<file path="src/rtl/leg_gate_monitor.sv">
// leg_gate_monitor
// Observes one inverter leg's complementary gate pair (Q1 top, Q2 bottom),
// decodes the commanded leg state, measures every dead-time interval in CLK
// cycles and raises sticky shoot-through / short / stalled dead-time faults.
module leg_gate_monitor #(
    parameter int unsigned CNT_W        = 8,
    parameter int unsigned MIN_DEADTIME = 5,
    parameter int unsigned MAX_DEADTIME = 64
) (
    input  logic             CLK,
    input  logic             RST_N,
    input  logic             Q1,
    input  logic             Q2,
    input  logic             FAULT_CLR,
    output logic             LEG_STATE,
    output logic             LEG_VALID,
    output logic [CNT_W-1:0] DT_LAST,
    output logic             DT_VALID,
    output logic             FAULT_SHOOT,
    output logic             FAULT_DT_SHORT,
    output logic             FAULT_DT_LONG,
    output logic             FAULT
);

    typedef enum logic [2:0] {
        ST_IDLE,
        ST_HIGH,
        ST_LOW,
        ST_DEAD,
        ST_SHOOT
    } state_t;

    typedef enum logic [1:0] {
        SIDE_NONE,
        SIDE_HIGH,
        SIDE_LOW
    } side_t;

    localparam logic [CNT_W-1:0] CNT_ONE = CNT_W'(1);

    logic [1:0]       q_r;
    state_t           state;
    side_t            prev_side;
    logic [CNT_W-1:0] cnt;
    logic [CNT_W-1:0] cnt_inc;

    logic q_hi;
    logic q_lo;
    logic q_off;
    logic q_both;

    logic from_side;
    logic enter_dead;
    logic stay_dead;
    logic exit_dead;
    logic direct_flip;
    logic side_change;

    logic set_shoot;
    logic set_short;
    logic set_long;

    logic shoot_nxt;
    logic short_nxt;
    logic long_nxt;

    // Register the raw gate pair once; every decision below uses q_r.
    always_ff @(posedge CLK or negedge RST_N) begin
        if (!RST_N) begin
            q_r <= '0;
        end else begin
            q_r <= {Q1, Q2};
        end
    end

    assign q_hi   = (q_r == 2'b10);
    assign q_lo   = (q_r == 2'b01);
    assign q_off  = (q_r == 2'b00);
    assign q_both = (q_r == 2'b11);

    // Saturating increment of the dead-time counter.
    always_comb begin
        cnt_inc = cnt;
        if (cnt != '1) begin
            cnt_inc = cnt + 1'b1;
        end
    end

    assign from_side   = (state == ST_HIGH) || (state == ST_LOW);
    assign enter_dead  = q_off && (from_side || (state == ST_SHOOT));
    assign stay_dead   = q_off && (state == ST_DEAD);
    assign exit_dead   = (q_hi || q_lo) && (state == ST_DEAD);
    assign direct_flip = ((state == ST_HIGH) && q_lo) || ((state == ST_LOW) && q_hi);
    assign side_change = exit_dead &&
                         ((q_hi && (prev_side == SIDE_LOW)) ||
                          (q_lo && (prev_side == SIDE_HIGH)));

    // Fault set conditions. The long-fault test only fires on a real
    // increment, so a saturated counter cannot re-raise it after a clear.
    assign set_shoot = q_both;
    assign set_short = (side_change && (32'(cnt) < MIN_DEADTIME)) ||
                       (direct_flip && (MIN_DEADTIME != 0));
    assign set_long  = (enter_dead && (MAX_DEADTIME == 1)) ||
                       (stay_dead && (cnt_inc != cnt) &&
                        (32'(cnt_inc) == MAX_DEADTIME));

    // A fault raised in the same cycle as FAULT_CLR wins over the clear.
    assign shoot_nxt = set_shoot | (FAULT_SHOOT    & ~FAULT_CLR);
    assign short_nxt = set_short | (FAULT_DT_SHORT & ~FAULT_CLR);
    assign long_nxt  = set_long  | (FAULT_DT_LONG  & ~FAULT_CLR);

    // Leg FSM with dead-time measurement and registered outputs.
    always_ff @(posedge CLK or negedge RST_N) begin
        if (!RST_N) begin
            state          <= ST_IDLE;
            prev_side      <= SIDE_NONE;
            cnt            <= '0;
            DT_LAST        <= '0;
            DT_VALID       <= 1'b0;
            LEG_STATE      <= 1'b0;
            LEG_VALID      <= 1'b0;
            FAULT_SHOOT    <= 1'b0;
            FAULT_DT_SHORT <= 1'b0;
            FAULT_DT_LONG  <= 1'b0;
            FAULT          <= 1'b0;
        end else begin
            DT_VALID       <= 1'b0;
            FAULT_SHOOT    <= shoot_nxt;
            FAULT_DT_SHORT <= short_nxt;
            FAULT_DT_LONG  <= long_nxt;
            FAULT          <= shoot_nxt | short_nxt | long_nxt;

            if (q_both) begin
                state     <= ST_SHOOT;
                LEG_VALID <= 1'b0;
            end else begin
                case (state)
                    ST_IDLE: begin
                        if (q_hi) begin
                            state     <= ST_HIGH;
                            LEG_STATE <= 1'b1;
                            LEG_VALID <= 1'b1;
                        end else if (q_lo) begin
                            state     <= ST_LOW;
                            LEG_STATE <= 1'b0;
                            LEG_VALID <= 1'b1;
                        end
                    end

                    ST_HIGH: begin
                        if (q_off) begin
                            state     <= ST_DEAD;
                            cnt       <= CNT_ONE;
                            prev_side <= SIDE_HIGH;
                            LEG_VALID <= 1'b0;
                        end else if (q_lo) begin
                            state     <= ST_LOW;
                            DT_LAST   <= '0;
                            DT_VALID  <= 1'b1;
                            LEG_STATE <= 1'b0;
                            LEG_VALID <= 1'b1;
                        end
                    end

                    ST_LOW: begin
                        if (q_off) begin
                            state     <= ST_DEAD;
                            cnt       <= CNT_ONE;
                            prev_side <= SIDE_LOW;
                            LEG_VALID <= 1'b0;
                        end else if (q_hi) begin
                            state     <= ST_HIGH;
                            DT_LAST   <= '0;
                            DT_VALID  <= 1'b1;
                            LEG_STATE <= 1'b1;
                            LEG_VALID <= 1'b1;
                        end
                    end

                    ST_DEAD: begin
                        if (q_off) begin
                            cnt <= cnt_inc;
                        end else if (q_hi) begin
                            state     <= ST_HIGH;
                            DT_LAST   <= cnt;
                            DT_VALID  <= 1'b1;
                            LEG_STATE <= 1'b1;
                            LEG_VALID <= 1'b1;
                        end else if (q_lo) begin
                            state     <= ST_LOW;
                            DT_LAST   <= cnt;
                            DT_VALID  <= 1'b1;
                            LEG_STATE <= 1'b0;
                            LEG_VALID <= 1'b1;
                        end
                    end

                    ST_SHOOT: begin
                        if (q_off) begin
                            state     <= ST_DEAD;
                            cnt       <= CNT_ONE;
                            prev_side <= SIDE_NONE;
                        end else if (q_hi) begin
                            state     <= ST_HIGH;
                            LEG_STATE <= 1'b1;
                            LEG_VALID <= 1'b1;
                        end else if (q_lo) begin
                            state     <= ST_LOW;
                            LEG_STATE <= 1'b0;
                            LEG_VALID <= 1'b1;
                        end
                    end

                    default: begin
                        state     <= ST_IDLE;
                        LEG_STATE <= 1'b0;
                        LEG_VALID <= 1'b0;
                    end
                endcase
            end
        end
    end

endmodule

</file>
<file path="config.mk">
export PLATFORM = sky130hd
export DESIGN_NAME = leg_gate_monitor
export DESIGN_NICKNAME = d
export VERILOG_FILES = /design/src/rtl/leg_gate_monitor.sv
export SDC_FILE = /design/constraint.sdc
export NUM_CORES = 1
export LEC_CHECK = 0
export ABC_CLOCK_PERIOD_IN_PS = 2130
export CORE_MARGIN = 8
export CORE_UTILIZATION = 40
export DETAILED_ROUTE_END_ITERATION = 8
export PLACE_DENSITY_LB_ADDON = 0.05
export SYNTH_ARGS = -nofsm -noshare
export SYNTH_HDL_FRONTEND = slang
export SYNTH_SLANG_ARGS = --single-unit
</file>
<file path="constraint.sdc">
create_clock -name CLK -period 2.13 [get_ports CLK]
set_input_delay 0.3195 -clock CLK [delete_from_list [all_inputs] [get_ports CLK]]
set_output_delay 0.3195 -clock CLK [all_outputs]
set_load 0.02 [all_outputs]
</file>
-- After elaboration in Yosys (flattened, before gate mapping)
Index checks and enable logic that the tools add are counted.
- register bits after elaboration: 30
- input port bits: 5
- word-level logic and storage cells: 125
- add/sub/neg operators: 1
- magnitude comparators: 1
- eq/ne operators: 27
- mux-type cells: 47
- bitwise operators: 10
- reduce and logical (&&, ||, !) cells: 27
- operators with widths (kind ; count):
    $mux 8 ; 10
    $mux 3 ; 8
    $pmux 8 s3 ; 1
    $ne 2x2->1 const B ; 10
    $mux 1 ; 19
    $pmux 8 s2 ; 1
    $pmux 3 s5 ; 1
    $logic_and 1x1->1 ; 10
    $reduce_and 5->1 ; 2
    $add 8x1->8 const B ; 1
    $eq 8x7->1 const B ; 1
    $lt 8x3->1 const B ; 1
    $ne 8x8->1 ; 1
    $ne 8x8->1 const B ; 1
    $pmux 1 s4 ; 2
    $reduce_and 8->1 ; 1
    $eq 2x2->1 const B ; 3
    $eq 3x2->1 const B ; 2
    $mux 2 ; 3
    $ne 3x3->1 const B ; 2
    $pmux 2 s3 ; 1
    $reduce_bool 3->1 ; 2
    $or 1x1->1 ; 5
    $eq 2x1->1 const B ; 2
    16 further kinds ; 23

-- Depth between registers and ports, before layout
Gate-level depths: netlist of the first run.
- depth after elaboration: 9
- mapped depth: 8

-- Least setup slack after synthesis of the first run
No wires, ideal clock.
- kind: register to register
- start: register q_r[0]
- end: register cnt[1]
- arrival time: 1783 ps
- data required time: 2009 ps
- setup slack: 226 ps
- cell stages (with the launch flop): 8
- buffers on the path: 2
- path through: dfrtp_1 -> ha_1 -> clkbuf_1 -> nor2b_1 -> and2_1 -> clkbuf_1 -> o21ai_0 -> a22o_1
- word-level cells in the longest chain between the ends: 3
- elaborated cells between the ends (all ways): 6
- RTL lines (what ; RTL line ; RTL):
    start, declared ; 41 ; logic [1:0] q_r;
    start signal, assigned ; 72 ; q_r <= {Q1, Q2};
    $logic_not 2->1 / $eq 2x2->1 (equally long branches) ; 78, 79 ;
    $ne 2x2->1 (no line), or another cell as far along ; - ;
    $reduce_and 4->1 (no line) * ; - ;
    end signal, assigned ; 182 ; cnt <= cnt_inc;
    end, declared ; 44 ; logic [CNT_W-1:0] cnt;
Every way passes the cells marked *; elsewhere a longest branch is shown, timed or not.
A chain may end at the register's enable or synchronous reset.

-- Worst setup path after layout of the first run
- start: register cnt[1]
- end: register FAULT
- word-level cells in the longest chain between the ends: 7
- elaborated cells between the ends (all ways): 14
- RTL lines (what ; RTL line ; RTL):
    $add 8x1->8 / $ne 8x8->1 (equally long branches) ; 85, 84 ;
    $mux 8 ; 84 ; if (cnt != '1) begin
    $ne 8x8->1 ; 104 ; (stay_dead && (cnt_inc != cnt) &&
    $logic_and 1x1->1 (2 in a row) ; 104 ;
    $or 1x1->1 ; 110 ; assign long_nxt = set_long | (FAULT_DT_LONG & ~FAULT_CLR);
    $or 1x1->1 * ; 131 ; FAULT <= shoot_nxt | short_nxt | long_nxt;
    end signal, assigned ; 131 ;
    end, declared ; 22 ; output logic FAULT
Marked as above.

==> summary.md, run 1 <==
The tools report the initial antenna violation count as 0. The startpoint identified for the worst register-to-register timing path is cnt[1]$_DFFE_PN0P_. The logs give 0 for the number of instances resized during post-cts repair and 25 for the total number of placement rows. Yosys printed 0 warnings. In the synthesized netlist the dominant register cell turns out to be sky130_fd_sc_hd__dfrtp_1. The last weighted congestion value of the routability-driven placer came out at 0.8575.

In this run the worst setup path begins at cnt[1]$_DFFE_PN0P_. The required time of the critical path was 2.35 ns; the met1 usage was 0.1895. The worst reg-to-reg setup slack is 0.14 ns. After detailed routing, the number of remaining DRC violations is 0. The number of nets produced by synthesis came out at 247. The logs give 0 for the number of pins exceeding their max-slew limit in the final report and 273 for the final net count.

The worst setup path is captured at a register. The worst register-to-register path has a depth of 6. In this run, post-CTS hold repair placed 0 buffers. The floorplan step set the die height to 86.10 µm. The pre-antenna-repair detailed-routing pass consisted of 4 iterations. Of all cell types, the one taking the most synthesized area is sky130_fd_sc_hd__dfrtp_1.

The measured slew at the worst slew-check pin was 0.3832 ns; the detailed router's first-iteration violation count was 113. Number of failing setup endpoints in the final timing report: 0. The H-tree was split into 2 levels. The global routing met3 resource utilization is 0.02770. Setup repair after global routing left no endpoint under its margin.

The critical path goes through ha_2 > nand4_2 > or2_1 > a211o_1 > a2111oi_4 > or4_1. The leakage dissipation came out at 1.011 nW. The run gives 0.3819 as the sequential element share of the synthesized area. Simple-gate area share of the yosys netlist: 0.2202.

Cell type of the slowest stage on the worst timing path: sky130_fd_sc_hd__dfrtp_1. The routed length per placed instance is 14.31 µm. The compound-gate portion of the synthesized area was 0.2107; the maximum fanout count along the critical path was 6.

Summing over every cut layer, the via total after detailed routing is 1736. Dividing total power by cell area gives a power density of 900.7 nW/µm². Multiplexer fraction of the synthesized cell area: 0.05729. During I/O placement, the number of pins put on the boundary was 20.

The fraction of the cycle the final worst path needs was 0.9320; the async set-reset flop share out of synthesis was 1.000. Start-to-end type of the worst setup path: reg -> reg. The post-synthesis share of cell area spent on full adders, half adders and majority gates was 0.05092; the post-synth design cell area was 1966 µm².

The worst setup path is launched from a register. The global routing's busiest layer was met2. VDD sags by at most 0.0003730 V.

After synthesis, the most frequently instantiated cells are sky130_fd_sc_hd__dfrtp_1, sky130_fd_sc_hd__nand2_1, sky130_fd_sc_hd__a21oi_1. The number of flops mapped to enable cells by yosys is 0, and the insertion delay of the later-clocked pin in the worst-skew pair is 0.28 ns. Across the routed clock network, the largest skew measured is 0.008779 ns. The sum of negative setup slack was 0 ns; the buffer levels on the longest clock path was 2.

Averaged over all synthesized cells, the footprint is 8.400 µm². The unique cell type count in the Yosys netlist is 49, and the floorplan die width is 86.10 µm. The number of vias per cell after detailed routing came out at 5.293.

By area the synthesized netlist is led by sky130_fd_sc_hd__dfrtp_1, sky130_fd_sc_hd__a21oi_1, sky130_fd_sc_hd__nand2_1. Relative to the synthesized area, the layout overhead comes to 23.87%. The tools report the detailed-route wire length as 4693 µm. The flow ran to the end, and the final reports show no timing, DRC or antenna violations.

CTS saw 30 sinks. Worst hold path class: in -> async. The run gives 0.5037 GHz as the maximum clock rate.

The number of setup buffers added after CTS is 0. The detail route stage leaves a number of antenna-violating nets equal to 0. Entering global routing, the biggest net connects 31 pins. Largest family of logic cells by synthesized area: simple AND/OR/NAND/NOR gates.

sky130_fd_sc_hd__dfrtp_1 is the most common cell in the netlist. The floorplan core area is 4723 µm², and the share of layout cells above drive strength 1 is 0.1418. Worst-case setup slack after placement: 0.1148 ns. In this run the tool buffered the top-level ports with 19 buffer cells. The end of the critical path is FAULT$_DFF_PN0_.

The filler cells instantiated in the layout total 455. The met2 global-route usage is 0.1945, and the flop and latch count out of synthesis is 30. The fraction of post-synthesis cell area in the top cell type by area was 0.3819; the arrival time of data at the critical path endpoint was 2.21 ns. The number of global-route vias before repair is 1658. TritonCTS built the clock tree.

The post-CTS clock slew at the launch and capture registers of the worst setup and hold paths is 0.07 ns, and the hold violation total from the final report is 0. After global routing the overflow that remains totals 0. The xor-xnor portion of the synthesized cell area is 0.004456, and the wire length of the first global-routing pass is 8010 µm. The tools report the initial core utilization as 0.4162. Total die area: 7413 µm². The tree is rooted in a sky130_fd_sc_hd__clkbuf_8.

Number of diodes: 0. The logs give 0 for the max-cap check violation count and 3449 µm for the total half-perimeter wirelength after legalization and detailed placement. For this run, the slowest stage of the critical path takes 0.43 ns. The cell count after synthesis was 234; the clock period minus final worst setup slack was 1.985 ns. For the overall track demand over capacity in global routing, the log shows 0.1349. The number of clock buffers added by TritonCTS is 5. Relative slew slack: 0.7412. The end of the worst register-to-register path was FAULT$_DFF_PN0_.

The run gives 0.1449 ns as the final worst setup slack.
-- layout by cell type, fill, tap and decap left out, drive strengths merged, types with 4 or more instances in the layout --
master	count
nand3	8
o31ai	4
ha	8
clkdlybuf4s50	19
nor2b	4
inv	18
dfrtp	30
o21ai	17
nand2	28
a21oi	26
nor3	7
clkbuf	5
mux2i	9
or2	5
buf	18
nor2	11
-- state kept, by name, summed over array words and instances (netlist names) --
name	flops
FAULT_SHOOT	1
cnt	8
FAULT_DT_LONG	1
LEG_VALID	1
DT_VALID	1
q_r	2
FAULT	1
state	3
DT_LAST	8
prev_side	2
FAULT_DT_SHORT	1
LEG_STATE	1
-- routing by layer --
layer | vias up | routed length, µm
li1 | 870 | -
met2 | 54 | 2010
met5 | - | 0
met1 | 808 | 2372
met3 | 4 | 274
met4 | 0 | 35
-- cell type report --
cell class	count	area [µm²]	share of cell area
sequential	30	750.7	0.3083
tap	67	83.83	0.03443
inverter	18	67.56	0.02775
timing repair buffer	37	337.8	0.1387
multi-input combinational	168	1086	0.4460
clock inverter	3	40.04	0.01644
clock buffer	5	68.82	0.02826
-- stage by stage --
stage | instances | power (mW) | hold slack [ns] | utilization | cell area [µm²]
final | 328 | 2.193 | 0.4262 | 0.5155 | 2435
after global placement | 320 | 1.644 | 0.4844 | 0.4887 | 2308
after global routing | 328 | 2.325 | 0.4820 | 0.5155 | 2435
after detailed placement | 320 | 1.629 | 0.4920 | 0.4887 | 2308
after CTS | 328 | 2.208 | 0.4344 | 0.5118 | 2417
after floorplan | 234 | 1.321 | 0.02391 | - | 1966
-- worst max-delay path: cells and delay by family, from the launching register on --
kind	cells	cell delay, ns
flip-flops	1	0.43
AND/OR/NAND/NOR	3	0.58
AO/OA/AOI/OAI	2	0.63
adder cells (fa/ha/maj)	1	0.28
-- cell families (layout without fill, tap and decap cells) --
kind of cell,Yosys count,after routing
flip-flops,30,30
buffers and inverters,36,63
adder cells (fa/ha/maj),8,8
XOR/XNOR,1,1
multiplexers,11,11
AND/OR/NAND/NOR,81,81
AO/OA/AOI/OAI,67,67
-- report_power, final --
part           internal (mW)  switching (mW)
combinational          0.400           0.477
sequential             0.664          0.0909
clock                  0.344           0.218
-- worst min path at each step --
stage / slack, ns / cells past startpoint / startpoint / to
after floorplan: 0.02 / 0 / RST_N / DT_LAST[0]$_DFFE_PN0P_
after global placement: 0.48 / 1 / FAULT_SHOOT$_DFF_PN0_ / FAULT_SHOOT$_DFF_PN0_
after detailed placement: 0.49 / 1 / FAULT_SHOOT$_DFF_PN0_ / FAULT_SHOOT$_DFF_PN0_
after CTS: 0.43 / 2 / RST_N / DT_LAST[1]$_DFFE_PN0P_
after global routing: 0.48 / 2 / RST_N / DT_LAST[0]$_DFFE_PN0P_
final: 0.43 / 2 / RST_N / DT_LAST[3]$_DFFE_PN0P_
No activity file was read; power rests on OpenSTA's default activity.
==> run 2: changes to the inputs <==
- MAX_ROUTING_LAYER: default -> met4
==> run 2 against run 1 <==
Net effect:
- die area did not move
- worst setup slack about the same
- critical path type unchanged
- global-route usage increased by 0.37 points
==> summary.md, run 2 (synthesized netlist as in run 1, its figures left out) <==
For the number of nets with antenna violations after routing, the log shows 0 (unchanged). The fraction of the cycle the final worst path needs is 0.9318 (about the same). The cell count of the worst reg-to-reg path was 6 (unchanged); the floorplan core area was 4723 µm² (unchanged).

The arrival time of data at the critical path endpoint is 2.21 ns (about the same), and the worst-case setup slack after placement is 0.1148 ns (unchanged). The run gives 0 (unchanged) as the number of pins exceeding their max-slew limit in the final report. Layout overhead on the synthesized area: 23.87% (unchanged).

The startpoint of the worst register-to-register path was cnt[1]$_DFFE_PN0P_. Setup repair after global routing left no endpoint under its margin. Final cell count without fillers: 328 (unchanged). The post-route worst hold slack was 0.4260 ns (-0.0001730 ns); the final worst setup slack was 0.1452 ns (+0.0003230 ns).

The filler cell count is 455 (unchanged), and the final cell utilization of the core is 0.5155 (unchanged). The aggregate global routing overflow is 0 (unchanged), and the power density over cell area is 900.8 nW/µm² (about the same). The sum of negative setup slack was 0 ns (unchanged); the leakage dissipation was 1.011 nW (unchanged). The library cells used most frequently in the layout, excluding fill and tap cells, are sky130_fd_sc_hd__dfrtp_1, sky130_fd_sc_hd__nand2_1, sky130_fd_sc_hd__a21oi_1. Initial core utilization: 0.4162 (unchanged). The run gives 2 (unchanged) as the depth of the CTS H-tree.

The vias after detailed routing is 1732 (-0.23%). The total area of sequential cells came out at 750.7 µm² (unchanged). The logs give 2308 µm² (unchanged) for the area after detailed placement and 0.5038 GHz (about the same) for the maximum clock rate. The logs give 2 (unchanged) for the buffer levels on the longest clock path and 0 (unchanged) for the number of diodes. The number of vias per cell after detailed routing works out to 5.280 (-0.23%).

End of the worst register-to-register path: FAULT$_DFF_PN0_. The largest registers in the layout are DT_LAST (8), cnt (8), state (3). The clock sink count was 30 (unchanged). The share of layout cells above drive strength 1 is 0.1418 (unchanged), and the worst setup skew after layout is 0.008266 ns (-0.0005122 ns). The run gives 105 (-7.1%) as the detailed router's first-iteration violation count. The final net count came out at 273 (unchanged). For the worst reg-to-reg setup slack, the log shows 0.15 ns (about the same). STA classifies the critical path startpoint as a register.

For the wire length of the first global-routing pass, the log shows 8024 µm (+0.17%). For the insertion delay of the later-clocked pin in the worst-skew pair, the log shows 0.28 ns (about the same). The tools report the total die area as 7413 µm² (unchanged).

The critical path is of the reg -> reg type. The logs give 0 (unchanged) for the count of hold buffers inserted by post-cts repair and 25 (unchanged) for the total number of placement rows. Floorplan die width: 86.10 µm (unchanged). The run gives 0 (unchanged) as the max-cap check violation count. The logs give 0.8712 (+1.6%) for the last weighted congestion value of the routability-driven placer and 4716 µm (+0.49%) for the detailed-route wire length. The run gives 20 (unchanged) as the number of primary I/O pins.

The flow ran to the end, and the final reports show no timing, DRC or antenna violations. TritonCTS built the clock tree. The count of port buffers added during placement was 19 (unchanged). The logs give 4 (unchanged) for the first-pass iteration count of the detailed router and 0 (unchanged) for the number of failing setup endpoints in the final timing report. The kind of end point of the critical path was a register. The post-CTS clock slew at the launch and capture registers of the worst setup and hold paths works out to 0.07 ns (about the same). The run gives 320 (unchanged) as the number of placed instances with taps included.

The run gives 1656 (-0.12%) as the number of global-route vias before repair. The logs give 0 (unchanged) for the initial antenna violation count and 2.35 ns (about the same) for the required time of the critical path. The hold violation total from the final report came out at 0 (unchanged). The logs give 0.7296 (-0.01161) for the relative slew slack and 0 (unchanged) for the number of remaining DRC errors.

For the multi-input gate area in the final layout, the log shows 1086 µm² (unchanged). The run gives 0.0003723 V (-0.20%) as the largest vdd supply drop. The measured slew at the worst slew-check pin was 0.4056 ns (+0.02243 ns). The maximum fanout count along the critical path works out to 6 (unchanged). The post-layout total power was 2.193 mW (about the same). The logs give 0.1385 (+0.003682) for the overall track demand over capacity in global routing and 2435 µm² (unchanged) for the area of all placed cells without fillers.

The run gives 5 (unchanged) as the number of clock buffers inserted by TritonCTS. The tools report the source of the critical timing path as cnt[1]$_DFFE_PN0P_. The height of the die came out at 86.10 µm (unchanged). The routed length per placed instance was 14.38 µm (+0.49%); the clock period minus final worst setup slack was 1.985 ns (-0.0003230 ns). The most common library cell in the layout ignoring fill and taps was sky130_fd_sc_hd__dfrtp_1. Clock tree synthesis selected as its root buffer the cell sky130_fd_sc_hd__clkbuf_8. The tools report the largest net degree at the start of global routing as 31 (unchanged). The min-delay analysis places its worst path in the category in -> async.

The total half-perimeter wirelength after legalization and detailed placement was 3449 µm (unchanged).
==> run 2: cell counts in the layout (fill, tap and decap cells not counted) <==
No cell type changed its count.
==> run 2: per-layer routing <==
| layer | up-vias | track usage | wire length (µm) |
|---|---|---|---|
| li1 | 871 | - | - |
| met2 | 48 | 0.1945 | 2027 |
| met3 | 2 | 0.03343 | 262 |
| met5 | - | - | 0 |
| met1 | 811 | 0.1895 | 2402 |
| met4 | 0 | 0.04299 | 24 |
==> run 2: critical path, stage by stage (launching register included) <==
cell                        delay (ns)
sky130_fd_sc_hd__dfrtp_1          0.43
sky130_fd_sc_hd__ha_2             0.28
sky130_fd_sc_hd__nand4_2          0.15
sky130_fd_sc_hd__or2_1            0.28
sky130_fd_sc_hd__a211o_1          0.33
sky130_fd_sc_hd__a2111oi_4        0.30
sky130_fd_sc_hd__or4_1            0.15
==> run 2: final cells by class <==
type / instances / share of cell area
Inverter: 18 / 0.02775
Multi-Input combinational cell: 168 / 0.4460
Clock buffer: 5 / 0.02826
Sequential cell: 30 / 0.3083
Timing Repair Buffer: 37 / 0.1387
Tap cell: 67 / 0.03443
Clock inverter: 3 / 0.01644
==> run 2: worst max-delay path by stage <==
stage                                   end  slack [ns]  cells after the start
floorplan                cnt[1]$_DFFE_PN0P_        0.23                      7
global placement            FAULT$_DFF_PN0_        0.15                      6
detailed placement          FAULT$_DFF_PN0_        0.11                      6
CTS                         FAULT$_DFF_PN0_        0.08                      6
global route        FAULT_DT_LONG$_DFF_PN0_        0.03                      6
finish                      FAULT$_DFF_PN0_        0.15                      6
==> run 2: power breakdown <==
| part | switching, mW | total, mW | leakage [nW] | internal (mW) |
|---|---|---|---|---|
| Sequential | 0.0908 | 0.755 | 0.390 | 0.664 |
| Combinational | 0.477 | 0.876 | 0.563 | 0.400 |
| Clock | 0.219 | 0.562 | 0.0579 | 0.344 |
| Total | 0.786 | 2.19 | 1.01 | 1.41 |
==> run 2: timing repair <==
item	4_1_cts	5_1_grt
resized for setup	0	3
endpoints found under the setup margin	0	3
buffers inserted	0	0
endpoints found under the hold margin	0	0
